## src/rtl/par_mul_pkg.sv

```systemverilog
// par_mul_pkg: shared types and helpers for the parallel multiplier array.
// Contents:
//   state_e  - controller state encoding (IDLE, RUN, DONE)
//   calc_rw  - per-lane result width, derived from WIDTH and FULL_PROD
//   lane_lo  - low bit index of a lane inside a flat, lane-packed bus
package par_mul_pkg;

    typedef enum logic [1:0] {
        IDLE = 2'd0,
        RUN  = 2'd1,
        DONE = 2'd2
    } state_e;

    // Result width per lane: the full 2*WIDTH product or only its low WIDTH bits.
    function automatic int calc_rw(input int width, input int full_prod);
        return (full_prod != 0) ? 2 * width : width;
    endfunction

    // Lane i of a flat bus occupies bits [lane_lo(i, w) +: w].
    function automatic int lane_lo(input int lane, input int width);
        return lane * width;
    endfunction

endpackage

```

## src/rtl/par_mul_array_if.sv

```systemverilog
// par_mul_array_if: launch/result bundle of the parallel multiplier array.
// Signals:
//   start     - launch request, sampled only while the array is idle
//   lane_en   - per-lane enable, captured with start
//   a_flat    - operand A, lane i at [i*WIDTH +: WIDTH]
//   b_flat    - operand B, same packing as a_flat
//   x_flat    - held results, lane i at [i*RW +: RW]
//   valid     - one-cycle pulse when every enabled lane has finished
//   busy      - high while an operation is running
//   lane_done - per-lane completion flags of the current operation
// Modports: master drives the request side, slave is the multiplier array.
interface par_mul_array_if #(
    parameter int N_LANES = 5,
    parameter int WIDTH   = 32,
    parameter int RW      = 32
);
    logic                       start;
    logic [N_LANES-1:0]         lane_en;
    logic [N_LANES*WIDTH-1:0]   a_flat;
    logic [N_LANES*WIDTH-1:0]   b_flat;
    logic [N_LANES*RW-1:0]      x_flat;
    logic                       valid;
    logic                       busy;
    logic [N_LANES-1:0]         lane_done;

    modport master (
        output start, lane_en, a_flat, b_flat,
        input  x_flat, valid, busy, lane_done
    );

    modport slave (
        input  start, lane_en, a_flat, b_flat,
        output x_flat, valid, busy, lane_done
    );
endinterface

```

## src/rtl/seq_mul_lane.sv

```systemverilog
// seq_mul_lane: one sequential shift-add multiplier lane.
// Ports:
//   clk, reset - clock and synchronous active-high reset
//   go         - launch pulse; captures en, a and b
//   en         - lane enable; a disabled lane finishes at once with result 0
//   a, b       - operands (two's-complement when SIGNED=1)
//   prod       - product (low WIDTH bits, or all 2*WIDTH bits when FULL_PROD=1)
//   done       - lane finished; held until the next go or reset
// Build option: PAR_MUL_EARLY_TERM_EN lets a lane finish as soon as its
// remaining multiplier bits are all zero instead of always running WIDTH steps.
module seq_mul_lane
    import par_mul_pkg::*;
#(
    parameter  int WIDTH     = 32,
    parameter  int SIGNED    = 0,
    parameter  int FULL_PROD = 0,
    localparam int RW        = calc_rw(WIDTH, FULL_PROD)
) (
    input  logic             clk,
    input  logic             reset,
    input  logic             go,
    input  logic             en,
    input  logic [WIDTH-1:0] a,
    input  logic [WIDTH-1:0] b,
    output logic [RW-1:0]    prod,
    output logic             done
);
    localparam int CW = $clog2(WIDTH);

    logic             w_a_neg;
    logic             w_b_neg;
    logic [WIDTH:0]   w_a_ext;
    logic [WIDTH:0]   w_b_ext;
    logic [WIDTH:0]   w_a_mag;
    logic [WIDTH:0]   w_b_mag;
    logic [WIDTH:0]   w_mplier_nxt;
    logic             w_zero_entry;
    logic             w_last;

    logic             r_en;
    logic             r_neg;
    logic             r_active;
    logic             r_done;
    logic [RW-1:0]    r_acc;
    logic [RW-1:0]    r_mcand;
    logic [WIDTH:0]   r_mplier;
    logic [CW-1:0]    r_cnt;

    // Magnitudes are WIDTH+1 bits so that the most negative operand negates
    // without overflow; the top bit of a magnitude is therefore always zero.
    assign w_a_neg = (SIGNED != 0) && a[WIDTH-1];
    assign w_b_neg = (SIGNED != 0) && b[WIDTH-1];
    assign w_a_ext = {w_a_neg, a};
    assign w_b_ext = {w_b_neg, b};
    assign w_a_mag = w_a_neg ? -w_a_ext : w_a_ext;
    assign w_b_mag = w_b_neg ? -w_b_ext : w_b_ext;

    assign w_mplier_nxt = r_mplier >> 1;

`ifdef PAR_MUL_EARLY_TERM_EN
    assign w_zero_entry = (w_b_mag == '0);
    assign w_last       = (r_cnt == CW'(WIDTH - 1)) || (w_mplier_nxt == '0);
`else
    assign w_zero_entry = 1'b0;
    assign w_last       = (r_cnt == CW'(WIDTH - 1));
`endif

    // NOTE: the datapath registers are reset as well as the control bits, so a
    // reset mid-operation leaves nothing behind that could leak into prod.
    always_ff @(posedge clk) begin
        if (reset) begin
            r_en     <= 1'b0;
            r_neg    <= 1'b0;
            r_active <= 1'b0;
            r_done   <= 1'b0;
            r_acc    <= '0;
            r_mcand  <= '0;
            r_mplier <= '0;
            r_cnt    <= '0;
        end else if (go) begin
            r_en     <= en;
            r_neg    <= w_a_neg ^ w_b_neg;
            r_acc    <= '0;
            r_mcand  <= RW'(w_a_mag);
            r_mplier <= w_b_mag;
            r_cnt    <= '0;
            r_done   <= !en || w_zero_entry;
            r_active <= en && !w_zero_entry;
        end else if (r_active) begin
            // r_mcand holds A << step, so each step adds the shifted multiplicand.
            if (r_mplier[0]) begin
                r_acc <= r_acc + r_mcand;
            end
            r_mcand  <= r_mcand << 1;
            r_mplier <= w_mplier_nxt;
            r_cnt    <= r_cnt + CW'(1);
            if (w_last) begin
                r_active <= 1'b0;
                r_done   <= 1'b1;
            end
        end
    end

    // Low bits of a two's-complement negation are the same at any width, so the
    // sign fixup is valid for both the truncated and the full-width product.
    assign prod = !r_en ? '0 : (r_neg ? -r_acc : r_acc);
    assign done = r_done;

endmodule

```

## src/rtl/par_mul_array.sv

```systemverilog
// par_mul_array: N_LANES parallel sequential multipliers behind one start.
// Ports:
//   clk   - clock, rising edge
//   reset - synchronous active-high reset; discards any operation in flight
//   bus   - par_mul_array_if.slave: start/lane_en/a_flat/b_flat in,
//           x_flat/valid/busy/lane_done out
// Parameters: N_LANES, WIDTH, SIGNED (two's-complement operands), FULL_PROD
// (2*WIDTH-bit results). Build option PAR_MUL_EARLY_TERM_EN enables per-lane
// early termination; results are identical either way, only latency differs.
module par_mul_array
    import par_mul_pkg::*;
#(
    parameter int N_LANES   = 5,
    parameter int WIDTH     = 32,
    parameter int SIGNED    = 0,
    parameter int FULL_PROD = 0
) (
    input  logic            clk,
    input  logic            reset,
    par_mul_array_if.slave  bus
);
    localparam int RW = calc_rw(WIDTH, FULL_PROD);

    localparam logic [1:0] S_IDLE = IDLE;
    localparam logic [1:0] S_RUN  = RUN;
    localparam logic [1:0] S_DONE = DONE;

    logic [1:0]              r_state;
    logic [N_LANES*RW-1:0]   r_x;
    logic                    w_go;
    logic [N_LANES-1:0]      w_lane_done;
    logic [N_LANES*RW-1:0]   w_prod;

    // A start is taken only in IDLE; in RUN and DONE it is dropped, not queued.
    assign w_go = (r_state == S_IDLE) && bus.start;

    for (genvar i = 0; i < N_LANES; i++) begin : g_lane
        seq_mul_lane #(
            .WIDTH     (WIDTH),
            .SIGNED    (SIGNED),
            .FULL_PROD (FULL_PROD)
        ) u_lane (
            .clk   (clk),
            .reset (reset),
            .go    (w_go),
            .en    (bus.lane_en[i]),
            .a     (bus.a_flat[lane_lo(i, WIDTH) +: WIDTH]),
            .b     (bus.b_flat[lane_lo(i, WIDTH) +: WIDTH]),
            .prod  (w_prod[lane_lo(i, RW) +: RW]),
            .done  (w_lane_done[i])
        );
    end

    // NOTE: sequential state uses non-blocking assignments so every register
    // samples the values from before the edge, independent of statement order.
    always_ff @(posedge clk) begin
        if (reset) begin
            r_state <= S_IDLE;
            r_x     <= '0;
        end else begin
            case (r_state)
                S_IDLE: begin
                    if (w_go) begin
                        r_state <= S_RUN;
                    end
                end
                S_RUN: begin
                    // All lanes commit together so x_flat never shows a mix of
                    // old and new results.
                    if (&w_lane_done) begin
                        r_x     <= w_prod;
                        r_state <= S_DONE;
                    end
                end
                S_DONE: begin
                    r_state <= S_IDLE;
                end
                default: begin
                    r_state <= S_IDLE;
                end
            endcase
        end
    end

    assign bus.x_flat    = r_x;
    assign bus.valid     = (r_state == S_DONE);
    assign bus.busy      = (r_state == S_RUN);
    assign bus.lane_done = w_lane_done;

endmodule

```

## src/flat_wrapper.sv

```systemverilog
// flat-port wrapper written by rule: the top's interface ports become plain ports
module par_mul_array_flat import par_mul_pkg::*;
#(
    parameter int N_LANES   = 5,
    parameter int WIDTH     = 32,
    parameter int SIGNED    = 0,
    parameter int FULL_PROD = 0
)
  (clk, reset, bus_start, bus_lane_en, bus_a_flat, bus_b_flat, bus_x_flat, bus_valid, bus_busy, bus_lane_done);
  par_mul_array_if #(.N_LANES(N_LANES), .WIDTH(WIDTH), .RW(((32)))) bus_i ();
  input  logic clk;
  input  logic reset;
  input wire logic [$bits(bus_i.start)-1:0] bus_start;
  input wire logic [$bits(bus_i.lane_en)-1:0] bus_lane_en;
  input wire logic [$bits(bus_i.a_flat)-1:0] bus_a_flat;
  input wire logic [$bits(bus_i.b_flat)-1:0] bus_b_flat;
  output wire logic [$bits(bus_i.x_flat)-1:0] bus_x_flat;
  output wire logic [$bits(bus_i.valid)-1:0] bus_valid;
  output wire logic [$bits(bus_i.busy)-1:0] bus_busy;
  output wire logic [$bits(bus_i.lane_done)-1:0] bus_lane_done;
  assign bus_i.start = bus_start;
  assign bus_i.lane_en = bus_lane_en;
  assign bus_i.a_flat = bus_a_flat;
  assign bus_i.b_flat = bus_b_flat;
  assign bus_x_flat = bus_i.x_flat;
  assign bus_valid = bus_i.valid;
  assign bus_busy = bus_i.busy;
  assign bus_lane_done = bus_i.lane_done;
  par_mul_array #(.N_LANES(N_LANES), .WIDTH(WIDTH), .SIGNED(SIGNED), .FULL_PROD(FULL_PROD)) u_core (.clk(clk), .reset(reset), .bus(bus_i));
endmodule
```

## config.mk

```make
export PLATFORM = sky130hd
export DESIGN_NAME = par_mul_array_flat
export DESIGN_NICKNAME = d
export VERILOG_FILES = /design/src/rtl/par_mul_pkg.sv /design/src/rtl/par_mul_array_if.sv /design/src/rtl/seq_mul_lane.sv /design/src/rtl/par_mul_array.sv /design/src/flat_wrapper.sv
export SDC_FILE = /design/constraint.sdc
export NUM_CORES = 2
export LEC_CHECK = 0
export ABC_CLOCK_PERIOD_IN_PS = 5100
export CORE_ASPECT_RATIO = 0.9
export CORE_MARGIN = 4
export CORE_UTILIZATION = 55
export CTS_CLUSTER_DIAMETER = 120
export DETAILED_ROUTE_END_ITERATION = 10
export PLACE_DENSITY = 0.87
export SLEW_MARGIN = 15
export SYNTH_ARGS = -nofsm -noshare
export SYNTH_HDL_FRONTEND = slang
export SYNTH_SLANG_ARGS = --single-unit
```

## constraint.sdc

```tcl
create_clock -name clk -period 5.1 [get_ports clk]
set_input_delay 1.02 -clock clk [delete_from_list [all_inputs] [get_ports clk]]
set_output_delay 1.02 -clock clk [all_outputs]
set_load 0.05 [all_outputs]
```

* After elaboration in Yosys (flattened, before gate mapping)
Cells that the tools add are included.
** Word-level totals
- Flip-flop bits (word level) :: 682
- Logic and storage cells :: 145
** Cells by class
- Add/subtract/negate cells :: 10
- Equality and inequality tests :: 9
- Multiplexer cells :: 58
- Reduce and logical (&&, ||, !) cells :: 31
** Operator list (count)
- $mux 32 :: 25
- $add 32x32->32 :: 5
- $mux 1 :: 30
- $add 5x1->5 const B :: 5
- $eq 5x5->1 const B :: 5
- $reduce_and 2->1 :: 11
- $reduce_bool 2->1 :: 10
- $reduce_and 6->1 :: 1
- $logic_not 1->1 :: 5
- $reduce_and 5->1 :: 1
- $mux 2 :: 2
- $pmux 2 s2 :: 1
- $eq 2x1->1 const B :: 1
- $eq 2x2->1 const B :: 1
- $logic_not 2->1 :: 1
- $ne 2x1->1 const B :: 1
- $ne 2x2->1 const B :: 1
- $reduce_or 2->1 :: 1
- $logic_and 1x1->1 :: 1

* Logic depth before layout (Yosys ltp)
- Depth in word-level cells :: 4
- Depth in mapped cells :: 12
- Depth with buffers taken out :: 12

* Hierarchy
From an unflattened synthesis, not the netlist that was laid out.
** Unflattened totals
- Cell total of the unflattened synthesis :: 4692
- Area, all modules :: 37221.9 um^2
** Modules (own cells, without submodules)
- seq_mul_lane (u_core.g_lane[0].u_lane ...) :: times used 2, cells each 775, area an instance 6193.4 um^2, seq. area each 2082.0 um^2
- seq_mul_lane (u_core.g_lane[2].u_lane ...) :: times used 2, cells each 787, area an instance 6108.4 um^2, seq. area each 2082.0 um^2
- par_mul_array :: times used 1, cells each 761, area an instance 6412.4 um^2, seq. area each 3243.1 um^2
- seq_mul_lane (u_core.g_lane[4].u_lane) :: times used 1, cells each 807, area an instance 6206.0 um^2, seq. area each 2082.0 um^2

* Worst setup path after synthesis
OpenSTA, ideal clock, no wires.
- Kind :: register -> register
- From :: reg u_core.g_lane[3].u_lane.r_acc[0]
- To :: reg u_core.g_lane[3].u_lane.r_acc[28]
- Library setup time :: 0.134 ns
- Arrival time :: 2.782 ns
- Data required time :: 4.966 ns
- Setup slack :: 2.184 ns
- Cell stages (with the launch flop) :: 13
- Buffers on the path :: 0
- Cells stage by stage :: dfxtp_1 -> ha_1 -> fa_1 -> a21o_1 -> a21o_1 -> a2111oi_4 -> o211a_1 -> o21bai_1 -> a21oi_2 -> o311ai_1 -> a31oi_1 -> mux2i_1 -> o22ai_1
** Between the ends
- Word-level cells in the longest chain between the ends :: 1
** RTL lines
- start: declaration :: line seq_mul_lane.sv:44 : logic [RW-1:0] r_acc;
- start signal: assignment :: line seq_mul_lane.sv:92 : r_acc <= r_acc + r_mcand;
- $add 32x32->32 :: line seq_mul_lane.sv:92
No other way between the ends.
A chain may end at the register's enable or synchronous reset.

* Worst setup path in the final report
- From :: reg u_core.g_lane[3].u_lane.r_acc[0]
- To :: reg u_core.g_lane[3].u_lane.r_acc[26]
The elaborated chain is that of the path after synthesis.

==> reports/results.ini <==
[status]
status=finished, final reports clean

[synth]
synth_cells=3723
synthesis.area_um2=33500
synthFlopType=dfxtp_1
ys_ff_latch=682
yosys_warnings=0
synth.area.top_cells=dfxtp_1 41%, mux2i_1 9.7%, a211oi_1 8.0%
synth_edf_count=0
ys_seq_area_share_pct=40.7
netlist.area_leader.share_pct=40.7
synth_top_cell_by_area=dfxtp_1
synth.most_common_cell=dfxtp_1
ys_types=84
async_flop_share_pct=0
ys_top_cells_by_count=682 x dfxtp_1, 448 x nor2_1, 356 x a211oi_1
avgSynthCellArea_um2=9.01
syn_nets=4221

[min_path]
hold_path.class=reg -> reg
min_from=u_core.g_lane[1].u_lane.r_en$_SDFFE_PP0P_

[global_routing]
grt_use_total_pct=28.0
antenna_found_initial=13
grt_pass1_vias=27999
grt_pass1_wl_um=150000
grt_max_degree=175
grt_overflow=0

[power_and_ir_drop]
p_per_area_nw_per_um2=303
pwr-share-clk_pct=41.7
combPwrFrac_pct=12.0
peakVddDrop_mv=0.273
swShare_pct=25.2
pwr-share-seq_pct=46.4
fin_total_pwr_mw=12.5
p_leak_nw=15.9
switchingPower_mw=3.15
intPower_mw=9.34

[sta]
slew_headroom_pct=20.2
finalHoldViolCount=0
tightest_slew_ps=1200
setup_viol=0
drv_slew=0
rsz0062_at_grt=no
finalCritPeriodShare_pct=65.0
period_minus_slack_ps=3310
max_freq_mhz=302
whs_ps=453
finClkSkew_ps=26.2
finalSetupTns_ps=0

[die]
ios=495
num_rows=85
core_area_um2=60100
dieWidth_um=268
die_h_um=242
die_area_um2=65000
initial_core_util_pct=55.8

[critical_path]
end_kind=flop
cp.arrival_ps=3830
rr_startpoint=u_core.g_lane[3].u_lane.r_acc[0]$_SDFFE_PP0P_
crit_path_start=u_core.g_lane[3].u_lane.r_acc[0]$_SDFFE_PP0P_
cp_max_fo=3
criticalPathCategory=reg -> reg
setup.worst_path.start_class=flop
critPathRequiredTime_ps=5620

[placed_design]
routabilityCongestion=0.935
port_buffers=494
post-dp-hpwl_um=65800

[clock_tree]
htree_num_levels=3
cts_hold_buf=0
clockRootBuffer=clkbuf_16
cts_setup_buffers=0
clock_path_buffers=3
cts_tree=yes
cts_resized=0
cts-buffers-inserted=69
insertion_delay_ps=610
path_clk_slew_ps=60
cts_sinks=682

[routing]
drt_iter0_drc=1985
totalWireLength_um=95200
dr_total_vias=29339
dr.pass1.iters=7
viasPerCell=5.99
post_drt_wl_per_cell_um=19.4
drc_errors=0
ant_nets=0

[finish]
nNetsFinal=4552
post-route-util_pct=68.5
fillCellCount=4509
area_delta_synth_final_pct=22.7
drive_gt1_share_pct=4.50

[job]
cap_violations=0

==> worst paths after layout <==
check	endpoint	slack [ps]	cells after the start
setup reg to reg	u_core.g_lane[3].u_lane.r_acc[26]$_SDFFE_PP0P_	1790	12
hold reg to reg	u_core.g_lane[1].u_lane.r_en$_SDFFE_PP0P_	450	2
hold / removal	u_core.g_lane[1].u_lane.r_en$_SDFFE_PP0P_	450	2
setup / recovery	u_core.g_lane[3].u_lane.r_acc[26]$_SDFFE_PP0P_	1790	12
==> cell type report <==
class	count	area (um2)	share of cell area (%)
sequential	682	13700	33.2
inverter	31	116	0.283
clock buffer	107	2110	5.13
tap	783	980	2.38
timing repair buffer	527	5260	12.8
antenna	8	20.0	0.0486
clock inverter	18	220	0.535
multi-input combinational	2743	18800	45.6
==> power by group through the flow <==
| stage | clock network [mW] | registers [mW] | logic, mW |
|---|---|---|---|
| floorplan | 0 | 5.81 | 1.01 |
| global placement | 0 | 5.89 | 1.44 |
| detailed placement | 0 | 5.90 | 1.47 |
| CTS | 5.28 | 5.79 | 1.49 |
| global route | 5.47 | 5.82 | 1.64 |
| finish | 5.20 | 5.79 | 1.49 |
==> cells in the final DEF (no fill, tap or decap), types with 26 or more instances in the layout <==
cell type	instances
a211oi_1	356
a21o_1	90
a21oi_1	271
a22o_1	161
and3_1	26
buf_4	28
clkbuf_16	72
clkdlybuf4s50_1	493
dfxtp_1	677
ha_1	165
inv_1	31
mux2i_1	325
nand2_1	315
nand3_1	56
nor2_1	446
o21ai_0	86
xnor2_1	81
xor2_1	61
==> through the flow <==
step	worst slack, ps	cells	instance area (um2)
2_1_floorplan	2180	3723	33500
3_3_place_gp	1960	4766	38800
3_5_place_dp	1890	4766	38800
4_1_cts	1830	4891	41100
5_1_grt	1580	4897	41200
6_report	1790	4899	41200
==> flip-flops by register name, summed over array words and instances (netlist names) <==
register                       cells
u_core.bus.x_flat                160
u_core.g_lane.u_lane.done          5
u_core.g_lane.u_lane.r_acc       160
u_core.g_lane.u_lane.r_active      5
u_core.g_lane.u_lane.r_cnt        25
u_core.g_lane.u_lane.r_en          5
u_core.g_lane.u_lane.r_mcand     160
u_core.g_lane.u_lane.r_mplier    160
u_core.r_state                     2
==> routing by layer <==
layer  vias to the layer above  GRT usage (%)  wire (um)
li1                      14260              -          -
met1                     13830           37.1      41100
met2                      1022           44.6      43300
met3                       215           6.08       7050
met4                        12           11.0       3630
met5                         -              0         65
==> logic make-up after synthesis <==
group / count (synthesis) / synth area share (%)
adders and majority gates: 170 / 6.45
muxes: 325 / 9.70
AOI/OAI and AO/OA: 1106 / 23.2
buffers and inverters: 298 / 3.40
DFF: 682 / 40.7
xor gates and xnor gates: 142 / 3.71
and+or+nand+nor: 1000 / 12.9
==> worst max-delay path, stage by stage (launching register included) <==
cell and delay, ps:
dfxtp_1 330, ha_1 240, fa_1 410, a21o_1 200
a21o_1 230, a2111oi_4 430, o211a_1 240, nor2_1 60
a31oi_1 450, o311ai_0 240, xor2_1 170, nand2_1 70
a21oi_1 150
Power figures use the tool's default switching activity.
